--- config.mk ---
export PLATFORM = sky130hd
export DESIGN_NAME = stream_whitener_par
export DESIGN_NICKNAME = d
export VERILOG_FILES = /design/src/rtl/whitener_pkg.sv /design/src/rtl/whitener_skid.sv /design/src/rtl/stream_whitener_par.sv
export SDC_FILE = /design/constraint.sdc
export NUM_CORES = 1
export LEC_CHECK = 0
export CORE_ASPECT_RATIO = 1.2
export CORE_MARGIN = 1
export CORE_UTILIZATION = 50
export DETAILED_ROUTE_END_ITERATION = 8
export GPL_TIMING_DRIVEN = 0
export PLACE_DENSITY = 0.88
export SYNTH_ARGS = -nofsm -noshare
export SYNTH_HDL_FRONTEND = slang
export SYNTH_SLANG_ARGS = --single-unit
--- constraint.sdc ---
create_clock -name clk -period 2.75 [get_ports clk]
set_clock_uncertainty 0.2 [all_clocks]
set_input_delay 0.6875 -clock clk [delete_from_list [all_inputs] [get_ports clk]]
set_output_delay 0.6875 -clock clk [all_outputs]
set_load 0.02 [all_outputs]
--- src/rtl/whitener_pkg.sv ---
// Shared constants and the keystream/LFSR advance helper for the parallel stream whitener.
package whitener_pkg;

    localparam int MAX_W  = 64;
    localparam int MAX_LW = 32;

    localparam logic [15:0] DEF_TAPS = 16'hB400;
    localparam logic [15:0] DEF_SEED = 16'hFFFF;

    // Returns {keystream[MAX_W-1:0], next_state[MAX_LW-1:0]}; only the low n keystream bits and
    // the low lw state bits are meaningful. Keystream bit i is the MSB before step i.
    function automatic logic [MAX_W+MAX_LW-1:0] lfsr_adv(
        input logic [MAX_LW-1:0] state,
        input logic [MAX_LW-1:0] taps,
        input int                n,
        input int                lw
    );
        logic [MAX_LW-1:0] s;
        logic [MAX_LW-1:0] mask;
        logic [MAX_W-1:0]  ks;
        logic              fb;
        s  = state;
        ks = '0;
        fb = 1'b0;
        if (lw >= 32'sd32) begin
            mask = '1;
        end else begin
            mask = (32'd1 << lw) - 32'd1;
        end
        for (int i = 0; i < MAX_W; i++) begin
            if (i < n) begin
                ks[i] = s[lw-1];
                fb    = ^(s & taps);
                s     = {s[MAX_LW-2:0], fb} & mask;
            end else begin
                s = s;
            end
        end
        return {ks, s};
    endfunction

endpackage

--- src/rtl/whitener_skid.sv ---
// Two-entry ready/valid skid buffer: output register plus one skid register, fully registered
// outputs and no combinational path from out_ready to in_ready.
module whitener_skid #(
    parameter int DW = 34
) (
    input  logic          clk,
    input  logic          rst_n,
    input  logic          in_valid,
    output logic          in_ready,
    input  logic [DW-1:0] in_data,
    output logic          out_valid,
    input  logic          out_ready,
    output logic [DW-1:0] out_data
);

    logic          out_valid_r, out_valid_n_s;
    logic [DW-1:0] out_data_r, out_data_n_s;
    logic          skid_valid_r, skid_valid_n_s;
    logic [DW-1:0] skid_data_r, skid_data_n_s;
    logic          in_ready_r;
    logic          push_s, pop_s;

    assign push_s    = in_valid & in_ready_r;
    assign pop_s     = out_valid_r & out_ready;
    assign in_ready  = in_ready_r;
    assign out_valid = out_valid_r;
    assign out_data  = out_data_r;

    // Next-state: refill the output register from the skid first so beat order is preserved.
    always_comb begin
        out_valid_n_s  = out_valid_r;
        out_data_n_s   = out_data_r;
        skid_valid_n_s = skid_valid_r;
        skid_data_n_s  = skid_data_r;
        if (!out_valid_r || pop_s) begin
            if (skid_valid_r) begin
                out_valid_n_s  = 1'b1;
                out_data_n_s   = skid_data_r;
                skid_valid_n_s = 1'b0;
            end else if (push_s) begin
                out_valid_n_s = 1'b1;
                out_data_n_s  = in_data;
            end else begin
                out_valid_n_s = 1'b0;
            end
        end else if (push_s) begin
            skid_valid_n_s = 1'b1;
            skid_data_n_s  = in_data;
        end else begin
            skid_valid_n_s = skid_valid_r;
        end
    end

    // Buffer state registers; ready comes up one cycle after reset release.
    always_ff @(posedge clk or negedge rst_n) begin
        if (!rst_n) begin
            out_valid_r  <= 1'b0;
            out_data_r   <= '0;
            skid_valid_r <= 1'b0;
            skid_data_r  <= '0;
            in_ready_r   <= 1'b0;
        end else begin
            out_valid_r  <= out_valid_n_s;
            out_data_r   <= out_data_n_s;
            skid_valid_r <= skid_valid_n_s;
            skid_data_r  <= skid_data_n_s;
            in_ready_r   <= ~skid_valid_n_s;
        end
    end

endmodule

--- src/rtl/stream_whitener_par.sv ---
// Parallel additive whitener: each accepted beat is XORed with W consecutive LFSR keystream bits,
// with per-frame reseed, runtime seed load and bypass, followed by a two-entry skid buffer.
module stream_whitener_par
    import whitener_pkg::*;
#(
    parameter int                W      = 32,
    parameter int                LFSR_W = 16,
    parameter logic [LFSR_W-1:0] TAPS   = LFSR_W'(DEF_TAPS),
    parameter logic [LFSR_W-1:0] SEED   = '1
) (
    input  logic              clk,
    input  logic              rst_n,
    input  logic              s_valid,
    output logic              s_ready,
    input  logic [W-1:0]      s_data,
    input  logic              s_sof,
    input  logic              s_last,
    output logic              m_valid,
    input  logic              m_ready,
    output logic [W-1:0]      m_data,
    output logic              m_sof,
    output logic              m_last,
    input  logic              bypass_i,
    input  logic              cfg_seed_we,
    input  logic [LFSR_W-1:0] cfg_seed_i
);

    logic [LFSR_W-1:0]       seed_reg_r, lfsr_r;
    logic [LFSR_W-1:0]       seed_sel_s, seed_eff_s, start_s, lfsr_next_s;
    logic [MAX_W+MAX_LW-1:0] adv_s;
    logic [W-1:0]            ks_s, data_x_s;
    logic [W+1:0]            skid_out_s;
    logic                    accept_s;
    logic                    unused_s;

    assign accept_s = s_valid & s_ready;

    // Effective seed: a pending cfg write wins over the stored seed; zero would lock the LFSR.
    always_comb begin
        seed_sel_s = seed_reg_r;
        seed_eff_s = SEED;
        if (cfg_seed_we) begin
            seed_sel_s = cfg_seed_i;
        end else begin
            seed_sel_s = seed_reg_r;
        end
        if (seed_sel_s == '0) begin
            seed_eff_s = SEED;
        end else begin
            seed_eff_s = seed_sel_s;
        end
    end

    // Keystream for this beat starts from the seed on a frame start, else from the running LFSR.
    always_comb begin
        start_s = lfsr_r;
        if (s_sof) begin
            start_s = seed_eff_s;
        end else begin
            start_s = lfsr_r;
        end
    end

    assign adv_s       = lfsr_adv(MAX_LW'(start_s), MAX_LW'(TAPS), W, LFSR_W);
    assign ks_s        = adv_s[MAX_LW +: W];
    assign lfsr_next_s = adv_s[LFSR_W-1:0];
    assign unused_s    = ^adv_s;

    // Bypass still lets the LFSR advance so the far end stays aligned.
    always_comb begin
        data_x_s = s_data;
        if (bypass_i) begin
            data_x_s = s_data;
        end else begin
            data_x_s = s_data ^ ks_s;
        end
    end

    // Seed register and LFSR; a seed load overrides the beat advance in the same cycle.
    always_ff @(posedge clk or negedge rst_n) begin
        if (!rst_n) begin
            seed_reg_r <= SEED;
            lfsr_r     <= SEED;
        end else if (cfg_seed_we) begin
            seed_reg_r <= seed_eff_s;
            lfsr_r     <= seed_eff_s;
        end else if (accept_s) begin
            lfsr_r     <= lfsr_next_s;
        end else begin
            lfsr_r     <= lfsr_r;
        end
    end

    whitener_skid #(
        .DW(W + 2)
    ) u_skid (
        .clk      (clk),
        .rst_n    (rst_n),
        .in_valid (s_valid),
        .in_ready (s_ready),
        .in_data  ({s_sof, s_last, data_x_s}),
        .out_valid(m_valid),
        .out_ready(m_ready),
        .out_data (skid_out_s)
    );

    assign m_sof  = skid_out_s[W+1];
    assign m_last = skid_out_s[W];
    assign m_data = skid_out_s[W-1:0];

endmodule

==> metrics.cfg, run 1 <==
[status]
status = finished with violations
violations = negative setup slack

[global_routing]
grt_usage_pct = 30.0
grt_max_degree = 54
grt_first_pass_wirelength_um = 30500
antenna_found_initial = 0
grt_pass1_vias = 5792
overflow = 0

[synthesis]
seq_area_frac_synth_pct = 40.9
yosys.area.top_type = dfrtp_1
synth-main-ff-cell = dfrtp_1
synth.net_count = 760
ys_ff_latch = 103
netlist_area_sq_um = 6400
async_flop_share_pct = 100
synth_top_area_share_pct = 27.8
syn_inst = 704
syn_avg_cell_area_sq_um = 9.09
ys_warn_count = 0
synth.distinct_cells = 48
synth_edf_count = 0
synth_area_leaders = dfrtp_1 (28%), dfstp_2 (13%), xnor2_1 (13%), nor2_1 (5.3%), xor2_1 (5.1%)

[floorplanning]
coreArea_sq_um = 12300
die_w_um = 105
dieArea_sq_um = 13300
die_height_um = 126
initial_core_util_pct = 52.1
num_rows = 44
io_pins = 92

[worst_setup_path]
reg2reg_from = seed_reg_r[12]
worstSetupPathType = in2reg
slowest_delay_ps = 410
crit_fanout = 10
startpoint_type = input pin
critical_path.slowest_cell = a211oi_2
rr_worst_depth = 11
crit_required_ps = 2790
ff2ff_setup_slack_ps = -290
crit_path_end_kind = register
cp.arrival_ps = 3170
worstReg2RegEnd = lfsr_r[9]
cp_cell_sequence = buf_2, buf_4, buf_4, buf_2, clkbuf_4, nor2_1, a211oi_2, xnor2_1, nor2_1, a21oi_1, o21ai_1

[layout]
nFillCells = 728
nNetsFinal = 925
final_cell_mix = nor2_1 (86), nand2_1 (85), clkdlybuf4s50_1 (72)
final_common_cell = nor2_1
synthToLayoutAreaGrowth_pct = 44.3
final_util_pct = 75.2
diodes = 0
drive_above_1_share_pct = 29.3

[cts]
ctsRootBufferMaster = clkbuf_16
hold_buffers = 0
cts_buffers = 9
clock_sinks = 103
clock_latency_ps = 370
htreeDepth = 3
clk_pin_slew_ps = 80
cts_tree = built
cts.path.max_buffers = 2

[route]
drt-pass1-iter-count = 5
vias_per_cell = 6.28
drt_wl_total_um = 24200
vias = 6498
antenna_left = 0
drc = 0
detail_route.iter0.violations = 637
wl_per_cell_um = 23.4

[pwr]
leakage_nw = 3.74
report.power.total_mw = 12.1
power.net_switching_mw = 5.48
p_comb_share_pct = 67.6
ir_worst_vdd_mv = 0.607
power_frac_clock_pct = 10.5
p_per_area_nw_per_um2 = 1310
intPower_mw = 6.65
seq_power_share_pct = 21.8
swShare_pct = 45.2

[sta]
finalCriticalPeriod_ps = 3130
worst_slew_pin_slew_ps = 784
rsz0062_at_grt = yes
layout_setup_ws_ps = -379
slew_viol_final = 0
relSlewSlack_pct = 47.7
setup_violations = 50
hold_viol = 0
fmax_ghz = 0.320
fin_crit_sh_pct = 114

[hold_path]
hold_class = in2async

[placement]
port_buffers = 88
place_hpwl_um = 13100
gp_congestion = 0.968

[flow_run]
maxCapViolCount = 0

## critical path: cells and delay by family
family                 cells  cell delay (ps)
buffers and inverters      5             1370
AND/OR/NAND/NOR            2              170
AO/OA/AOI/OAI              3              710
XOR/XNOR                   1              220
## layer usage
layer  vias up  routed length, um  global-route usage, %
li1       2685                  -                      -
met4         0               1970                   14.3
met5         -                  0                      0
met2       507              11900                   51.8
met1      3116               8480                   37.0
met3       190               1920                   4.09
## cell families (layout without fill, tap and decap cells)
kind of cell,count (synthesis),after routing,share of synthesized area (%)
AO/OA/AOI/OAI,168,168,16.3
multiplexers,33,33,5.71
AND/OR/NAND/NOR,203,204,13.0
buffers and inverters,57,225,3.79
XOR/XNOR,140,140,20.3
flip-flops,103,103,40.9
## metrics by stage
stage                     TNS, ps  hold WS, ps  setup slack, ps  area (sq um)  instances
after CTS                   -2020          182             -174          8530       1000
after floorplan             -4450          192             -191          6540        704
after global placement    -340570          262            -2970          7620        953
after detailed placement   -79270          270            -1230          7650        954
final                       -7980          158             -379          9230       1034
after global routing       -12350          202             -489          9230       1034
## synth_stat cells, types with 4 or more instances
cell type,count
dfrtp_1,71
o22ai_1,7
a21oi_1,41
mux2i_1,24
xor2_1,37
o211ai_1,7
o22a_1,11
o21ai_0,56
buf_2,5
nor2b_1,5
a211oi_1,13
nor2_1,90
dfstp_2,32
xor2_2,4
mux2i_2,5
o21ai_1,15
xnor2_1,96
nand2_1,86
clkbuf_1,42
nand3_1,6
## worst max path at each step
stage                   startpoint                      to  slack, ps
floorplan              cfg_seed_we     u_skid.out_data[23]       -190
global placement             rst_n  u_skid.skid_data_r[15]      -2970
detailed placement   cfg_seed_i[2]      u_skid.out_data[0]      -1230
CTS                 cfg_seed_i[10]     u_skid.out_data[29]       -170
global route           cfg_seed_we               lfsr_r[9]       -490
finish                       s_sof     u_skid.out_data[11]       -380
## flip-flops by register name, indices dropped and copies added, names as in the netlist
register,cells
lfsr_r,16
seed_reg_r,16
u_skid.in_ready,1
u_skid.out_data,34
u_skid.out_valid,1
u_skid.skid_data_r,34
u_skid.skid_valid_r,1
## power groups by stage
stage,Combinational (mW),Clock (mW),Sequential (mW)
3_3_place_gp,5.27,0,2.50
3_5_place_dp,5.36,0,2.53
5_1_grt,8.44,1.33,2.69
4_1_cts,6.18,1.25,2.52
6_report,8.21,1.28,2.65
2_1_floorplan,3.72,0,2.70
## timing repair
action                     in CTS  in global routing
setup endpoints to repair      85                 82
pin swaps                      51                 68
buffers inserted               30                 42
cloned                          2                  1
resized for setup             120                 78
## cell type report
type | count | area [sq um] | share of cell area (%)
well taps | 161 | 201 | 2.18
inverters | 5 | 18.8 | 0.203
flip-flops and latches | 103 | 2620 | 28.4
repair buffers | 159 | 1540 | 16.6
clock inverters | 6 | 53.8 | 0.583
multi-input cells | 545 | 4330 | 46.9
plain buffers | 46 | 253 | 2.74
clock buffers | 9 | 225 | 2.44
(Power assumes the default switching activity.)
==> inputs of run 2 (changes only) <==
- SYNTH_HIERARCHICAL: not set -> 1
==> run 2 against run 1 <==
  * First-iteration DRC count fell by 22%
  * Highest routed layer is now met5
  * The run still ends with negative setup slack left
  * Worst setup slack got worse by 170 ps
  * Largest cell class unchanged
  * Synthesized cell count fell by 14%
==> metrics.cfg, run 2 <==
[sta]
hold_slack_ps = 136  ; -21.9 ps
slew_viol_final = 0  ; unchanged
fin_setup_tns_ps = -9570  ; -1580 ps
finalCriticalPeriod_ps = 3300  ; +168 ps
hold_viol = 0  ; unchanged
relSlewSlack_pct = 56.7  ; +9.0 points
layout_setup_ws_ps = -547  ; -168 ps
setup_violations = 50  ; unchanged
rsz0062_at_grt = yes
fmax_ghz = 0.303  ; -5.1%
worst_slew_pin_slew_ps = 649  ; -135 ps
fin_crit_sh_pct = 120  ; +6.1 points

[cts]
hold_buffers = 0  ; unchanged
cts_tree = built
cts_buffers = 9  ; unchanged
clock_sinks = 103  ; unchanged
clock_latency_ps = 370  ; about the same
ctsRootBufferMaster = clkbuf_16
cts.path.max_buffers = 2  ; unchanged
htreeDepth = 3  ; unchanged
clk_pin_slew_ps = 70  ; about the same

[worst_setup_path]
crit_path_end_kind = register
ff2ff_setup_slack_ps = -550  ; -260 ps
crit_fanout = 5  ; -5
crit_buf_inv = 1  ; -4
cp_cell_sequence = or4_4, o41ai_4, and4_4, buf_8, o22ai_4, xnor2_2, xnor2_1, nor2_1, xor2_1, mux2_4, mux2_4
critPathCapture = u_skid/out_data[29]
worstSetupPathType = reg2reg
worstReg2RegEnd = u_skid/out_data[29]
critical_path.slowest_cell = or4_4
reg2reg_from = seed_reg_r[14]
slowest_delay_ps = 540  ; +130 ps
cp_common_cell = mux2_4
cp.depth = 11  ; unchanged
cp.arrival_ps = 3360  ; +190 ps
rr_worst_depth = 11  ; unchanged
cp_top_family = simple AND/OR/NAND/NOR gates
startpoint_type = register
crit_required_ps = 2810  ; +20 ps
startpoint = seed_reg_r[14]

[synthesis]
netlist_area_sq_um = 6830  ; +6.8%
syn_inst = 608  ; -14%
yosys.area.top_type = dfrtp_1
synth-compound-area-share_pct = 9.67  ; -6.6 points
synth_area_leaders = dfrtp_1 (26%), dfstp_2 (12%), mux2_2 (11%), xor2_1 (9.2%), xnor2_1 (8.6%)
seq_area_frac_synth_pct = 38.3  ; -2.6 points
synth.most_common_cell = xor2_1
ys_ff_latch = 103  ; unchanged
synthTopCellsByCount = xor2_1 (72), dfrtp_1 (71), mux2_2 (68)
synth_top_family_by_area = multiplexers
synth_xor_xnor_area_share_pct = 18.9  ; -1.3 points
synth.net_count = 664  ; -13%
synth_edf_count = 0  ; unchanged
syn_avg_cell_area_sq_um = 11.2  ; +24%
synth-main-ff-cell = dfrtp_1
synth.distinct_cells = 53  ; +10%
ys_warn_count = 6  ; +6
synth_top_area_share_pct = 26.0  ; -1.8 points
synthMuxAreaShare_pct = 22.0  ; +16 points
synth_fa_ha_area_share_pct = 0  ; unchanged
async_flop_share_pct = 100  ; unchanged
yosys.area_share.simple_pct = 7.12  ; -5.9 points

[route]
drt-pass1-iter-count = 5  ; unchanged
vias = 5706  ; -12%
vias_per_cell = 5.97  ; -4.9%
wl_per_cell_um = 24.4  ; +3.9%
drc = 0  ; unchanged
drt_wl_total_um = 23300  ; -4.0%
antenna_left = 0  ; unchanged
detail_route.iter0.violations = 499  ; -22%

[layout]
final_cell_mix = clkdlybuf4s50_1 (72), dfrtp_1 (71), buf_4 (63)
synthToLayoutAreaGrowth_pct = 46.3
drive_above_1_share_pct = 47.9  ; +19 points
nNetsFinal = 838  ; -9.4%
fin_cells = 955  ; -7.6%
final_cell_area_sq_um = 10000  ; +8.3%
diodes = 0  ; unchanged
final_common_cell = clkdlybuf4s50_1

[global_routing]
antenna_found_initial = 1  ; +1
grt_usage_pct = 30.3  ; +0.33 points
grt_max_degree = 59  ; +9.3%
grt_pass1_vias = 5765  ; -0.47%
grt_first_pass_wirelength_um = 32000  ; +5.0%
overflow = 0  ; unchanged

[pwr]
ir_worst_vdd_mv = 0.889  ; +46%
p_per_area_nw_per_um2 = 1310  ; -0.31%
leakage_nw = 4.22  ; +13%

[placement]
gp_congestion = 0.943  ; -2.6%
place_hpwl_um = 14000  ; +7.0%
port_buffers = 88  ; unchanged
place_area_sq_um = 8170  ; +6.9%
dp.cells = 865  ; -9.3%

[floorplanning]
die_w_um = 109  ; +3.3%
dieArea_sq_um = 14100  ; +6.7%
num_rows = 46  ; +4.5%
coreArea_sq_um = 13300  ; +8.3%
initial_core_util_pct = 51.4  ; -0.70 points
io_pins = 92  ; unchanged
die_height_um = 130  ; +3.3%

[status]
status = finished with violations
violations = negative setup slack

[hold_path]
hold_class = in2async

[flow_run]
maxCapViolCount = 0  ; unchanged

==> run 2: changes by cell type in the layout (fill, tap and decap cells not counted), moves of 29 or more <==
cell and delta:
o21ai_0 -29, mux2_4 +54, mux2_2 +45, nand2_1 -54
a21oi_1 -31, nor2_1 -45
==> run 2: worst min-delay path by stage <==
| stage | startpoint | to | cells after the start |
|---|---|---|---|
| after global placement | lfsr_r[14] | lfsr_r[14] | 2 |
| after global routing | rst_n | u_skid/skid_data_r[11] | 1 |
| after floorplan | rst_n | u_skid/in_ready | 0 |
| final | rst_n | u_skid/skid_data_r[11] | 1 |
| after detailed placement | u_skid/skid_data_r[33] | u_skid/skid_data_r[33] | 1 |
| after CTS | rst_n | u_skid/out_data[25] | 1 |
==> run 2: stage by stage <==
step,utilization [%],total power [mW],setup slack (ps)
2_1_floorplan,-,7.22,-697
3_3_place_gp,61.3,8.89,-2980
3_5_place_dp,61.5,9.03,-1410
4_1_cts,70.7,11.7,-421
5_1_grt,75.2,13.5,-587
6_report,75.2,13.1,-547
==> run 2: area by class of cell <==
cell class / instances / area (sq um)
Clock inverter: 5 / 82.6
Sequential cell: 103 / 2620
Multi-Input combinational cell: 458 / 4880
Timing Repair Buffer: 167 / 1570
Buffer: 36 / 367
Tap cell: 168 / 210
Inverter: 7 / 38.8
Fill cell: 760 / 3300
Clock buffer: 11 / 233
==> run 2: what timing repair did <==
item | CTS | global route
pin swaps | 51 | 44
cloned | 1 | 0
endpoints found under the setup margin | 93 | 59
setup buffers | 45 | 37
resized for setup | 151 | 84
endpoints found under the hold margin | 0 | 0
==> run 2: cell families after synthesis <==
group                  Yosys count
buffers and inverters           47
flip-flops                     103
multiplexers                   124
XOR/XNOR                       143
AND/OR/NAND/NOR                102
AO/OA/AOI/OAI                   89
==> run 2: power breakdown <==
part / leakage, nW / internal, mW / switching, mW
clock network: 0.142 / 0.799 / 0.605
registers: 1.17 / 2.28 / 0.562
logic: 2.91 / 4.48 / 4.38
==> run 2: per-layer routing <==
metal | track usage [%] | up-vias | share of wire [%]
met5 | 0 | - | 0.043
met4 | 17.1 | 2 | 6.2
met3 | 4.85 | 109 | 6.6
met2 | 50.9 | 324 | 50
met1 | 37.1 | 2827 | 38
li1 | - | 2444 | -
